<file path="src/rtl/stdp_pkg.sv">
// Shared constants for the synaptic stage between the STDP learner and
// the postsynaptic LIF neuron.
//   WIDTH_DEF    : default bit width of the weight and the synaptic current
//   W_INIT_DEF   : weight register value after reset
//   CURRENT_MAX  : saturation ceiling for the default width
//   DELAY_*      : legal axonal delay range, in enabled cycles
//   SHIFT_*      : legal leak shift range
package stdp_pkg;

   localparam int WIDTH_DEF   = 8;
   localparam int W_INIT_DEF  = 1;
   localparam int CURRENT_MAX = (1 << WIDTH_DEF) - 1;

   localparam int DELAY_MIN   = 1;
   localparam int DELAY_MAX   = 15;
   localparam int SHIFT_MIN   = 1;
   localparam int SHIFT_MAX   = 7;

endpackage

</file>
<file path="src/rtl/spike_delay_line.sv">
// Axonal delay: a DELAY-stage shift register for the presynaptic spike.
// The spike sampled at edge k appears on dout after edge k+DELAY-1.
// Back-to-back spikes occupy separate stages, so they are never merged.
//   clk  : clock
//   rst  : synchronous active-high reset; clears every stage
//   en   : clock enable; low freezes the whole line
//   din  : spike input
//   dout : delayed spike (registered; this is the last stage)
module spike_delay_line
   import stdp_pkg::*;
#(
   parameter int DELAY = 3
) (
   input  logic clk,
   input  logic rst,
   input  logic en,
   input  logic din,
   output logic dout
);

   generate
      if (DELAY < DELAY_MIN || DELAY > DELAY_MAX) begin : g_bad_delay
         $error("spike_delay_line: DELAY out of range");
      end
   endgenerate

   logic [DELAY-1:0] r_stages;

   always_ff @(posedge clk) begin
      if (rst) begin
         r_stages <= '0;
      end else if (en) begin
         r_stages[0] <= din;
         for (int i = 1; i < DELAY; i++) begin
            r_stages[i] <= r_stages[i-1];
         end
      end
   end

   assign dout = r_stages[DELAY-1];

endmodule

</file>
<file path="src/rtl/synapse_current.sv">
// Synaptic stage: delays the presynaptic spike, then injects the learned
// weight into a leaky, saturating synaptic-current register that feeds the
// postsynaptic LIF neuron.
//   clk           : clock
//   rst           : synchronous active-high reset (wins over en)
//   en            : clock enable; low freezes all state, ignores inputs
//   pre_spike     : presynaptic spike, one cycle per spike
//   weight        : new weight from the STDP block
//   weight_valid  : loads weight into the weight register
//   spike_delayed : pre_spike delayed by DELAY enabled cycles
//   current       : saturating synaptic current
//   sat           : high for the cycle after an update that clipped
module synapse_current
   import stdp_pkg::*;
#(
   parameter int WIDTH       = WIDTH_DEF,
   parameter int DELAY       = 3,
   parameter int DECAY_SHIFT = 2,
   parameter int W_INIT      = W_INIT_DEF
) (
   input  logic             clk,
   input  logic             rst,
   input  logic             en,
   input  logic             pre_spike,
   input  logic [WIDTH-1:0] weight,
   input  logic             weight_valid,
   output logic             spike_delayed,
   output logic [WIDTH-1:0] current,
   output logic             sat
);

   generate
      if (DECAY_SHIFT < SHIFT_MIN || DECAY_SHIFT > SHIFT_MAX) begin : g_bad_shift
         $error("synapse_current: DECAY_SHIFT out of range");
      end
   endgenerate

   localparam logic [WIDTH:0] L_MAX = {1'b0, {WIDTH{1'b1}}};

   logic [WIDTH-1:0] r_current;
   logic [WIDTH-1:0] r_w;
   logic             r_sat;
   logic             w_spike_delayed;
   logic [WIDTH-1:0] w_leak;
   logic [WIDTH:0]   w_inj;
   logic [WIDTH:0]   w_sum;

   spike_delay_line #(
      .DELAY (DELAY)
   ) u_delay (
      .clk  (clk),
      .rst  (rst),
      .en   (en),
      .din  (pre_spike),
      .dout (w_spike_delayed)
   );

   // A small nonzero current would otherwise shift to a zero leak and
   // stick forever; forcing a leak of 1 guarantees it drains to 0.
   // The sum needs one extra bit: current - leak + weight can exceed the
   // ceiling but can never go negative since leak <= current.
   always_comb begin
      w_leak = r_current >> DECAY_SHIFT;
      if (r_current != '0 && w_leak == '0) begin
         w_leak = {{(WIDTH-1){1'b0}}, 1'b1};
      end
      w_inj = w_spike_delayed ? {1'b0, r_w} : '0;
      w_sum = {1'b0, r_current} - {1'b0, w_leak} + w_inj;
   end

   // The injection reads r_w before any same-edge weight load lands.
   always_ff @(posedge clk) begin
      if (rst) begin
         r_current <= '0;
         r_w       <= WIDTH'(W_INIT);
         r_sat     <= 1'b0;
      end else if (en) begin
         if (weight_valid) begin
            r_w <= weight;
         end
         r_current <= (w_sum > L_MAX) ? L_MAX[WIDTH-1:0] : w_sum[WIDTH-1:0];
         r_sat     <= (w_sum > L_MAX);
      end
   end

   assign spike_delayed = w_spike_delayed;
   assign current       = r_current;
   assign sat           = r_sat;

endmodule
</file>
<file path="config.mk">
export PLATFORM = sky130hd
export DESIGN_NAME = synapse_current
export DESIGN_NICKNAME = d
export VERILOG_FILES = /design/src/rtl/stdp_pkg.sv /design/src/rtl/spike_delay_line.sv /design/src/rtl/synapse_current.sv
export SDC_FILE = /design/constraint.sdc
export NUM_CORES = 1
export LEC_CHECK = 0
export CAP_MARGIN = 5
export CORE_MARGIN = 1.5
export CORE_UTILIZATION = 37
export DETAILED_ROUTE_END_ITERATION = 10
export GPL_TIMING_DRIVEN = 0
export PLACE_DENSITY_LB_ADDON = 0.2
export SETUP_SLACK_MARGIN = 0.3
export SLEW_MARGIN = 20
export SYNTH_ARGS = -nofsm -noshare
export SYNTH_HDL_FRONTEND = slang
export SYNTH_SLANG_ARGS = --single-unit
</file>
<file path="constraint.sdc">
create_clock -name clk -period 3.82 [get_ports clk]
set_input_delay 0.764 -clock clk [delete_from_list [all_inputs] [get_ports clk]]
set_output_delay 0.764 -clock clk [all_outputs]
set_load 0.01 [all_outputs]
</file>
==> run metrics, run 1 <==
drt first pass iters 4; Peak VDD IR about 0.32 mV; n_diodes 0; PD cells ~700 nW/um^2; die width around 64 um; syn nets a little under 200; reg-to-reg critical path startpoint u_delay.r_stages[2]; ys flop type dfxtp_1; leading area contributor after synthesis dfxtp_1; Initial Util 38.0%; worst slew pin tran around 560 ps; hold_buf cts 0; multi-input logic area between 800 and 900 sq um; critical path endpoint category register; Crit path required time about 4000 ps; share of cells above drive strength 1 approximately 6.8%; Async S/R FF share, synth 0%; GPL Wtd Cong ~0.87; core area between 3000 and 4000 sq um; CP cell instances clkbuf_1 > nand2_1 > fa_1 > inv_1 > fa_1 > a21o_1 > a21oi_2 > o21ai_2 > mux2i_4 > a41oi_2; maximum fanout along the worst path 9; setup TNS 0 ps; Worst Path Buf+Inv 2; CTS max path bufs 2; DR DRC count 0; main area contributors after synthesis dfxtp_1, ha_1, fa_1, inv_1, nand2_1; Max Fclk around 330 MHz; Worst setup SP type register; PortBufs 20; Post-DRT Antenna Nets 0; initial DRC count between 60 and 70; post-synthesis sequential area ratio between 20% and 30%; Fill cells 387; worst r2r dst current[6]; unrepaired setup endpoints after global routing no; initial antenna violation count 0; CP most frequent cell fa_1; max_slew headroom 62.6%; Mapped Cells between 150 and 200; Hold Crit Class reg -> reg; hold endpoint r_w[4]; Pwr Total ~1.2 mW; Seq cells post-synth 20; final worst slack ~750 ps; clk_skew 5.74 ps; gr ovfl total 0; status complete, no violations; count of cell types in the netlist 34; Std-Cell Rows 22; Arrival @ worst endpoint 3200 ps; Post-synth EDFFs 0; Hold Fails Final Rpt 0; Max-cap violations 0; IO Count 23; Yosys top cell area share about 29%; CTS tree yes; fin. max-slew vios 0; period utilisation layout between 80% and 90%; warnings from Yosys 0; CTS H-tree depth 1; CTS Buf Count 3; layout net count 222; Routed WL per cell about 12 um; delay of the slowest critical-path stage roughly 500 ps; DR vias/cell 4.81; pre-CTS setup slack 712 ps; worst skew pair latency 260 ps; GRT Overall Usage roughly 16%; hold path startpoint r_w[4]; CP delay by family, top adder cells; global-route wire length before repair ~5.2 mm; DR vias between 1000 and 1500; Reg2Reg Setup Slack 750 ps; die area around 4100 sq um; hpwl dp ~2.3 mm; post-CTS sizing 0; clock slew at reported path FFs 80 ps; Root Buffer clkbuf_8; # clock sinks 20; leakage power ~0.75 nW; synthesized cell area 1380 sq um; Tmin final ~3100 ps; Post-CTS Setup Repair Bufs 0; Die Span Y approximately 64 um; hold-critical path depth 2; Core Util, Final 47.1%; Finish-stage setup viols 0; register area 400 sq um; Post-Route WL between 2 and 3 mm; synthesized area per cell around 8.3 sq um; slowest CP cell fa_1; P&R area growth vs syn 24.0%; largest net degree at the start of global routing 13; vias in the first global route 1184; R2R depth 10; crit path kind reg -> reg
[layout make-up]
type | count | area share [%]
Clock buffer | 3 | 2.41
Buffer | 12 | 3.14
Timing Repair Buffer | 20 | 11.7
Multi-Input combinational cell | 109 | 48.4
Sequential cell | 20 | 23.4
Inverter | 26 | 5.70
Tap cell | 48 | 3.51
Clock inverter | 1 | 1.75
[power breakdown]
group	switching [mW]	internal, mW	total, mW
clock network	0.0755	0.140	0.215
registers	0.0349	0.240	0.275
logic	0.377	0.323	0.700
[sequential cells by signal (all words and copies together), names as in the netlist]
register,cells
current,8
r_w,8
sat,1
u_delay.r_stages,3
[layout by cell type, fill, tap and decap left out, types with 3 or more instances in the layout]
master	n
nor2_1	14
clkbuf_8	3
a21oi_1	9
a21o_1	4
nand3_1	8
inv_1	26
clkdlybuf4s50_1	20
mux2i_1	3
dfxtp_1	20
fa_1	6
a211oi_1	8
nand2_1	18
xor2_1	4
ha_1	11
clkbuf_1	9
[per-layer routing]
layer / share of wire (%) / global-route usage [%] / wire length (um)
met1: 47 / 19.3 / 1370
met2: 49 / 29.7 / 1450
met3: 3.6 / 3.35 / 106
met4: 0.27 / 3.53 / 8
met5: 0 / 0 / 0
[per-stage QoR]
stage,area (sq um),hold slack (ps),std cells
floorplan,1380,436,167
global placement,1640,445,235
detailed placement,1640,450,235
CTS,1710,461,239
global route,1710,486,239
finish,1710,458,239
[worst max-delay path by stage]
stage | startpoint | endpoint | depth (start not counted)
detailed placement | u_delay.r_stages[2] | current[6] | 10
global route | u_delay.r_stages[2] | current[7] | 10
finish | u_delay.r_stages[2] | current[6] | 10
global placement | u_delay.r_stages[2] | current[6] | 10
floorplan | u_delay.r_stages[2] | current[6] | 10
CTS | u_delay.r_stages[2] | current[6] | 10
[cell usage after synthesis, types with 2 or more instances]
master / count
a211o_1: 2
a211oi_1: 8
a211oi_2: 2
a21o_1: 4
a21oi_1: 9
a21oi_2: 2
clkbuf_1: 9
dfxtp_1: 20
fa_1: 6
ha_1: 11
inv_1: 26
mux2i_1: 3
nand2_1: 18
nand3_1: 8
nor2_1: 14
nor3_1: 2
o211ai_1: 2
o21bai_1: 2
xor2_1: 4
[logic make-up (layout without fill, tap and decap cells)]
logic type / Yosys count / after routing / synth area share (%)
and+or+nand+nor: 47 / 47 / 14.7
buffers and inverters: 38 / 62 / 11.0
AOI/OAI and AO/OA: 36 / 36 / 19.7
DFF: 20 / 20 / 29.0
adders and majority gates: 17 / 17 / 18.7
xor gates and xnor gates: 5 / 5 / 3.17
muxes: 4 / 4 / 3.81
[worst min-delay path: cells and delay by family, from the launching register on]
kind             cells  cell delay [ps]
flip-flops           1              310
AO/OA/AOI/OAI        1               50
AND/OR/NAND/NOR      1               50
No activity file was read; power rests on OpenSTA's default activity.
==> inputs of run 2 (changes only) <==
==> constraint.sdc (replaced) <==
create_clock -name clk -period 2.6 [get_ports clk]
set_input_delay 0.52 -clock clk [delete_from_list [all_inputs] [get_ports clk]]
set_output_delay 0.52 -clock clk [all_outputs]
set_load 0.01 [all_outputs]
==> run 2 against run 1 <==
Net effect:
- worst hold slack better by 4.9 ps
- highest routed layer unchanged
- total power is 61% higher
- utilization is 4.3 points higher
- clock skew is 4.1 ps lower
- routed wire length is 6.3% higher
- combinational power is 80% higher
==> run metrics, run 2 (synthesis results as in run 1) <==
initial DRC count 29; worst r2r dst current[4]; CTS tree yes; Root Buffer clkbuf_8; Routed WL per cell approximately 13 um; commonest cells after routing, fill and taps aside inv_1, clkdlybuf4s50_1, nand2_1; n_diodes 0; setup TNS 0 ps; core area 3630 sq um; Reg2Reg Setup Slack about 12 ps; maximum fanout along the worst path 9; final worst slack approximately 12 ps; Fill cells 363; vias in the first global route roughly 1200; DR vias 1211; Max Fclk about 390 MHz; crit path kind reg -> reg; max_slew headroom a little over half; layout net count approximately 230; register area approximately 420 sq um; hold-critical path depth 2; drt first pass iters 4; critical path endpoint category register; leakage power 0.795 nW; DR DRC count 0; hold path startpoint r_w[7]; clock slew at reported path FFs around 80 ps; Core Util, Final 51.4%; delay of the slowest critical-path stage about 360 ps; multi-input logic area a little over 900 sq um; PD cells 1030 nW/um^2; die area slightly above 4000 sq um; Arrival @ worst endpoint around 2800 ps; global-route wire length before repair ~5.4 mm; worst skew pair latency around 260 ps; hpwl dp ~2.2 mm; CTS Buf Count 3; period utilisation layout between 90% and 100%; slowest CP cell fa_2; P&R area growth vs syn 35.4%; reg-to-reg critical path startpoint current[1]; Pwr Total roughly 1.9 mW; Max-cap violations 0; # clock sinks 20; Hold Fails Final Rpt 0; CP delay by family, top compound AO/OA/AOI/OAI gates; Placed Area 1680 sq um; Finish-stage setup viols 0; Design Area, Final 1870 sq um; most common cell after layout, fill and taps aside inv_1; gr ovfl total 0; status complete, no violations; Tmin final approximately 2600 ps; clk_skew 1.66 ps; DR vias/cell just under 5; PortBufs 20; CTS max path bufs 2; pre-CTS setup slack -227 ps; GRT Overall Usage 16.6%; Worst setup SP type register; Hold Crit Class reg -> reg; Initial Util 38.0%; Worst Path Buf+Inv 2; die width ~64 um; cell count after placement 235; hold endpoint r_w[7]; Std-Cell Rows 22; Final Instance Count excl. Fillers about 250; Peak VDD IR between 0.3 and 0.4 mV; WHS 462 ps; Die Span Y 64.1 um; IO Count 23; Post-Route WL approximately 3.1 mm; GPL Wtd Cong approximately 0.77; largest net degree at the start of global routing 12; initial antenna violation count 0; share of cells above drive strength 1 around 21%; CTS H-tree depth 1; unrepaired setup endpoints after global routing yes; worst slew pin tran between 600 and 700 ps; fin. max-slew vios 0; CP cell instances o211ai_1 > o41ai_2 > ha_1 > inv_2 > ha_4 > fa_2 > a21o_1 > a21oi_4 > o21ai_4 > mux2i_4 > buf_12 > a211oi_2; Post-DRT Antenna Nets 0; Crit path required time approximately 2800 ps; R2R depth 12
## run 2: changes by cell type in the layout (fill, tap and decap cells not counted), sizes merged
cell / delta
bufinv: -1
buf: +8
## run 2: what timing repair did
item	CTS	global route
setup buffers	7	0
gates resized for setup	5	9
pin swaps	5	5
hold buffers	0	0
endpoints found under the hold margin	0	0
endpoints found under the setup margin	9	9
## run 2: area by class of cell
cell class                      instances  share of cell area (%)
Clock buffer                            4                    2.95
Multi-Input combinational cell        109                    48.6
Sequential cell                        20                    22.3
Inverter                               26                    5.22
Tap cell                               48                    3.22
Buffer                                 12                    3.48
Timing Repair Buffer                   27                    14.2
## run 2: per-layer routing
metal / vias up / track usage (%) / part of all wire, %
li1: 613 / - / -
met1: 578 / 19.6 / 45
met2: 18 / 30.7 / 51
met3: 2 / 2.29 / 3.1
met4: 0 / 5.16 / 0.38
met5: - / 0 / 0
## run 2: how the worst max path moves through the flow
| stage | start | end | slack, ps | cells after the start |
|---|---|---|---|---|
| detailed placement | current[6] | current[6] | -230 | 12 |
| CTS | current[7] | current[4] | -20 | 13 |
| global placement | current[6] | current[6] | -200 | 12 |
| global route | current[7] | current[3] | -100 | 13 |
| floorplan | current[6] | current[6] | 90 | 12 |
| finish | current[1] | current[4] | 10 | 12 |
## run 2: report_power, final
part	internal (mW)	switching (mW)	leakage, nW
clock	0.135	0.108	0.0288
combinational	0.598	0.663	0.598
sequential	0.362	0.0492	0.168
total	1.09	0.821	0.795
## run 2: worst min-delay path, stage by stage (launching register included)
cell and delay (ps):
dfxtp_1 320, nand2_1 50, a21oi_1 50
